File: src/rtl/lhs_seq_pkg.sv
// Shared types for the lhs shift sequencer and the ALU top-level decoder.
// lhs_op_t encodings are the raw operation codes of the lhs unit.
package lhs_seq_pkg;

  typedef enum logic [1:0] {
    PASS = 2'b00,
    SHL  = 2'b01,
    SHR  = 2'b10,
    ZERO = 2'b11
  } lhs_op_t;

  typedef enum logic [1:0] {
    LOGICAL = 2'b00,
    ROTATE  = 2'b01,
    ARITH   = 2'b10,
    CLEAR   = 2'b11
  } shift_mode_t;

  typedef enum logic [1:0] {
    IDLE    = 2'd0,
    RUN     = 2'd1,
    CAPTURE = 2'd2
  } seq_state_t;

endpackage

File: src/rtl/lhs_sequencer.sv
// Drives the external one-bit lhs shifter for N steps, then captures its output as result/carry_out.
// Latency N+1 edges from accept to done; start is ignored while busy, with no queueing.
module lhs_sequencer
  import lhs_seq_pkg::*;
#(
  parameter int WIDTH = 8,
  parameter int CW    = $clog2(WIDTH) + 1
) (
  input  logic             alu_clk,
  input  logic             alu_rst_n,
  input  logic             start,
  input  logic             dir,
  input  logic [1:0]       mode,
  input  logic [CW-1:0]    count,
  input  logic [WIDTH-1:0] operand,
  input  logic             carry_in,
  output logic             busy,
  output logic             done,
  output logic [WIDTH-1:0] result,
  output logic             carry_out,
  output logic [1:0]       lhs_operation,
  output logic [WIDTH-1:0] lhs_in,
  output logic             lhs_carry_in,
  input  logic [WIDTH-1:0] lhs_out,
  input  logic             lhs_carry_out
);

  seq_state_t       state;
  lhs_op_t          op_q;
  shift_mode_t      mode_q;
  logic             dir_q;
  logic             cin_q;
  logic             first_q;
  logic [WIDTH-1:0] operand_q;
  logic [CW-1:0]    remaining;
  logic [WIDTH-1:0] step_in;

  assign busy = (state != IDLE);

  always_ff @(posedge alu_clk or negedge alu_rst_n) begin
    if (!alu_rst_n) begin
      state     <= IDLE;
      op_q      <= PASS;
      mode_q    <= LOGICAL;
      dir_q     <= 1'b0;
      cin_q     <= 1'b0;
      first_q   <= 1'b0;
      operand_q <= '0;
      remaining <= '0;
      result    <= '0;
      carry_out <= 1'b0;
      done      <= 1'b0;
    end else begin
      done <= 1'b0;
      case (state)
        IDLE: begin
          if (start) begin
            operand_q <= operand;
            cin_q     <= carry_in;
            dir_q     <= dir;
            mode_q    <= shift_mode_t'(mode);
            first_q   <= 1'b1;
            state     <= RUN;
            // Clear wins over a zero count; a zero count becomes one pass step.
            if (shift_mode_t'(mode) == CLEAR) begin
              op_q      <= ZERO;
              remaining <= CW'(1);
            end else if (count == '0) begin
              op_q      <= PASS;
              remaining <= CW'(1);
            end else begin
              op_q      <= dir ? SHR : SHL;
              remaining <= count;
            end
          end
        end
        RUN: begin
          first_q   <= 1'b0;
          remaining <= remaining - CW'(1);
          if (remaining == CW'(1)) state <= CAPTURE;
        end
        CAPTURE: begin
          result    <= lhs_out;
          carry_out <= lhs_carry_out;
          done      <= 1'b1;
          state     <= IDLE;
        end
        default: state <= IDLE;
      endcase
    end
  end

  // Step 1 sources the latched operand, so the unreset lhs contents never matter.
  assign step_in = first_q ? operand_q : lhs_out;

  always_comb begin
    lhs_operation = PASS;
    lhs_in        = result;
    lhs_carry_in  = carry_out;
    case (state)
      RUN: begin
        lhs_operation = op_q;
        lhs_in        = step_in;
        lhs_carry_in  = 1'b0;
        if (op_q == PASS) begin
          lhs_carry_in = cin_q;
        end else begin
          case (mode_q)
            ROTATE:  lhs_carry_in = first_q ? cin_q : lhs_carry_out;
            ARITH:   lhs_carry_in = dir_q & step_in[WIDTH-1];
            default: lhs_carry_in = 1'b0;
          endcase
        end
      end
      CAPTURE: begin
        lhs_in       = lhs_out;
        lhs_carry_in = lhs_carry_out;
      end
      default: ;
    endcase
  end

endmodule

File: config.mk
export PLATFORM = sky130hd
export DESIGN_NAME = lhs_sequencer
export DESIGN_NICKNAME = d
export VERILOG_FILES = /design/src/rtl/lhs_seq_pkg.sv /design/src/rtl/lhs_sequencer.sv
export SDC_FILE = /design/constraint.sdc
export NUM_CORES = 1
export LEC_CHECK = 0
export ABC_CLOCK_PERIOD_IN_PS = 1780
export CELL_PAD_IN_SITES_DETAIL_PLACEMENT = 0
export CELL_PAD_IN_SITES_GLOBAL_PLACEMENT = 1
export CORE_MARGIN = 3
export CORE_UTILIZATION = 32
export DETAILED_ROUTE_END_ITERATION = 10
export PLACE_DENSITY_LB_ADDON = 0.1
export REMOVE_ABC_BUFFERS = 1
export SLEW_MARGIN = 20
export SYNTH_ARGS = -nofsm -noshare
export SYNTH_HDL_FRONTEND = slang
export SYNTH_SLANG_ARGS = --single-unit
export TNS_END_PERCENT = 50
File: constraint.sdc
create_clock -name alu_clk -period 1.78 [get_ports alu_clk]
set_clock_uncertainty 0.2 [all_clocks]
set_input_delay 0.356 -clock alu_clk [delete_from_list [all_inputs] [get_ports alu_clk]]
set_output_delay 0.356 -clock alu_clk [all_outputs]
set_load 0.02 [all_outputs]
==> impl_metrics.env <==
export IMPL_layout_drive_gt1_share=0.466
export IMPL_place_hpwl_um=3410
export IMPL_core_area_mm2=0.00514
export IMPL_fin_nets=284
export IMPL_finalHoldViolCount=0
export IMPL_ant_nets=0
export IMPL_required_ps=1220
export IMPL_clkTransAtPathRegs_ps=60
export IMPL_num_vias=1540
export IMPL_p_leak_uw=0.00128
export IMPL_fin_crit_sh=1.22
export IMPL_timing_fmax_ghz=0.462
export IMPL_violations="setup timing"
export IMPL_cts_inserted_buffers=5
export IMPL_final_max_slew_viol_count=0
export IMPL_placementRows=26
export IMPL_finalSetupViolCount=12
export IMPL_syn_inst=163
export IMPL_grt_pass1_wl_um=7850
export IMPL_ys_warn_count=0
export IMPL_cts_root_buf="clkbuf_8"
export IMPL_grt_pass1_vias=1635
export IMPL_firstDrtPassIters=4
export IMPL_portBuffers=49
export IMPL_critPathKind="flip-flop to output port"
export IMPL_setup_ws_ps=-383
export IMPL_netlist_area_mm2=0.00172
export IMPL_hold_path_class="input port to async pin"
export IMPL_drc=0
export IMPL_clock_latency_ps=270
export IMPL_die_x_um=79.2
export IMPL_cp_top_family="flip-flops"
export IMPL_relSlewSlack=0.780
export IMPL_postSynthAreaPerCell_um2=10.5
export IMPL_wl_um=4730
export IMPL_critPathLaunchType="flip-flop"
export IMPL_ir_drop_mv=0.713
export IMPL_layout_common_cells="buf_4, dfrtp_1, clkdlybuf4s50_1, mux2_2, nor2_1"
export IMPL_cp_data_arrival_time_ps=1610
export IMPL_slowest_delay_ps=420
export IMPL_drt_iter0_drc=29
export IMPL_cts_max_path_buffers=2
export IMPL_crit_path_max_fanout=3
export IMPL_critPathCaptureType="output port"
export IMPL_avgRoutedWirePerCell_um=14.8
export IMPL_worst_pin_slew_ps=327
export IMPL_fin_crit_ps=2160
export IMPL_layout_commonest_cell="buf_4"
export IMPL_ios=50
export IMPL_finalWeightedCongestion=0.810
export IMPL_p_per_area_mw_per_mm2=2080
export IMPL_finalSetupTns_ps=-3160
export IMPL_track_usage=0.159
export IMPL_vias_per_cell=4.83
export IMPL_cts_tree="yes"
export IMPL_timing_max_cap_violations=0
export IMPL_grt_overflow=0
export IMPL_cts_sinks=31
export IMPL_die_y_um=79.2
export IMPL_antenna_found_initial=0
export IMPL_synth_cell_types=33
export IMPL_cts_htree_levels=2
export IMPL_grt_max_degree=32
export IMPL_yosysSeqAreaShare=0.452
export IMPL_insertedDiodeCount=0
export IMPL_status="finished with violations"
export IMPL_cts_hold_buf=0
export IMPL_path_cells="mux2_4 -> a32oi_1 -> or3_1 -> a21oi_2 -> buf_4"
export IMPL_whs_ps=248
export IMPL_syn_to_final_growth_pct=65.3
export IMPL_ys_ff_latch=31
export IMPL_die_area_mm2=0.00628
export IMPL_worst_path_buf_inv=1
export IMPL_start_util=0.334
export IMPL_slowest_stage="dfrtp_1"
export IMPL_rsz0062_at_grt="yes"
## Yosys cell counts, drive strengths merged
cell type / instances / area [um2]
dfrtp: 31 / 776
mux2: 30 / 338
nor2: 17 / 63.8
a21oi: 13 / 65.1
buf: 8 / 38.8
inv: 8 / 30.0
o21ai: 8 / 40.0
a22oi: 7 / 52.6
ha: 7 / 87.6
nand2: 7 / 28.8
nand2b: 3 / 18.8
a21boi: 2 / 18.8
a21o: 2 / 15.0
a31oi: 2 / 12.5
and2: 2 / 12.5
and3: 2 / 12.5
o221a: 2 / 22.5
a2111oi: 1 / 8.76
a211oi: 1 / 7.51
a32oi: 1 / 8.76
clkbuf: 1 / 3.75
mux2i: 1 / 10.0
nand3: 1 / 5.00
nand3b: 1 / 7.51
nor2b: 1 / 6.26
nor3: 1 / 5.00
nor4: 1 / 6.26
o21a: 1 / 7.51
or3: 1 / 6.26
## path summary, 6_finish.rpt
check	startpoint	to	slack, ps	cells after the start
worst max-delay path	first_q	lhs_carry_in	-380	5
worst min-delay path	alu_rst_n	result[5]	250	2
worst max register to register	state[0]	remaining[1]	-10	6
worst min register to register	operand_q[3]	operand_q[3]	310	1
max in group asynchronous	alu_rst_n	operand_q[7]	960	2
min in group alu_clk	lhs_carry_out	carry_out	310	3
## worst register-to-register path, cell delays in order, from the launching register on
cell and delay [ps]:
dfrtp_1 410, buf_6 130, ha_4 170, buf_6 130, buf_6 140, a21boi_4 160
mux2_2 340
## metal layers
layer | wire, um | global-route usage | up-vias
met5 | 0 | 0 | -
met4 | 50 | 0.0567 | 0
met3 | 248 | 0.0317 | 5
met2 | 2450 | 0.289 | 38
met1 | 1980 | 0.184 | 750
li1 | - | - | 747
## where the power goes
part           internal [uW]  total (uW)  switching [uW]
clock                    303         549             246
sequential              1070        1330             261
combinational           2130        4010            1890
## timing repair
action,in CTS,in global routing
buffers inserted,7,1
gates cloned,1,0
pin swaps,11,8
setup endpoints to repair,34,26
resized for setup,105,29
## cells by family (layout without fill, tap and decap cells)
| logic type | count (synthesis) | after routing | synth area share |
|---|---|---|---|
| simple gates | 37 | 37 | 0.101 |
| buf+inv | 17 | 103 | 0.0423 |
| flops | 31 | 31 | 0.452 |
| compound gates | 40 | 40 | 0.151 |
| fa+ha+maj | 7 | 7 | 0.0511 |
| mux | 31 | 31 | 0.203 |
## layout make-up
type	instances	area, um2
fill	494	2300
multi-input combinational	115	1040
timing repair buffer	88	816
sequential	31	776
tap	70	87.6
clock buffer	6	82.6
inverter	8	30.0
clock inverter	1	5.00
## flip-flops by register name, indices dropped and copies added (netlist names)
name,cells
operand_q,8
result,8
remaining,4
mode_q,2
op_q,2
state,2
carry_out,1
cin_q,1
dir_q,1
done,1
first_q,1
## stage by stage
stage / instances / cell area, um2 / total power [uW] / util / setup WS [ps]
2_1_floorplan: 154 / 1670 / 3130 / - / -388
3_3_place_gp: 304 / 2500 / 4700 / 0.486 / -926
3_5_place_dp: 304 / 2500 / 4770 / 0.486 / -1000
4_1_cts: 319 / 2740 / 5660 / 0.533 / -402
5_1_grt: 319 / 2840 / 6290 / 0.552 / -481
6_report: 319 / 2840 / 5890 / 0.552 / -383
(Power assumes the default switching activity.)
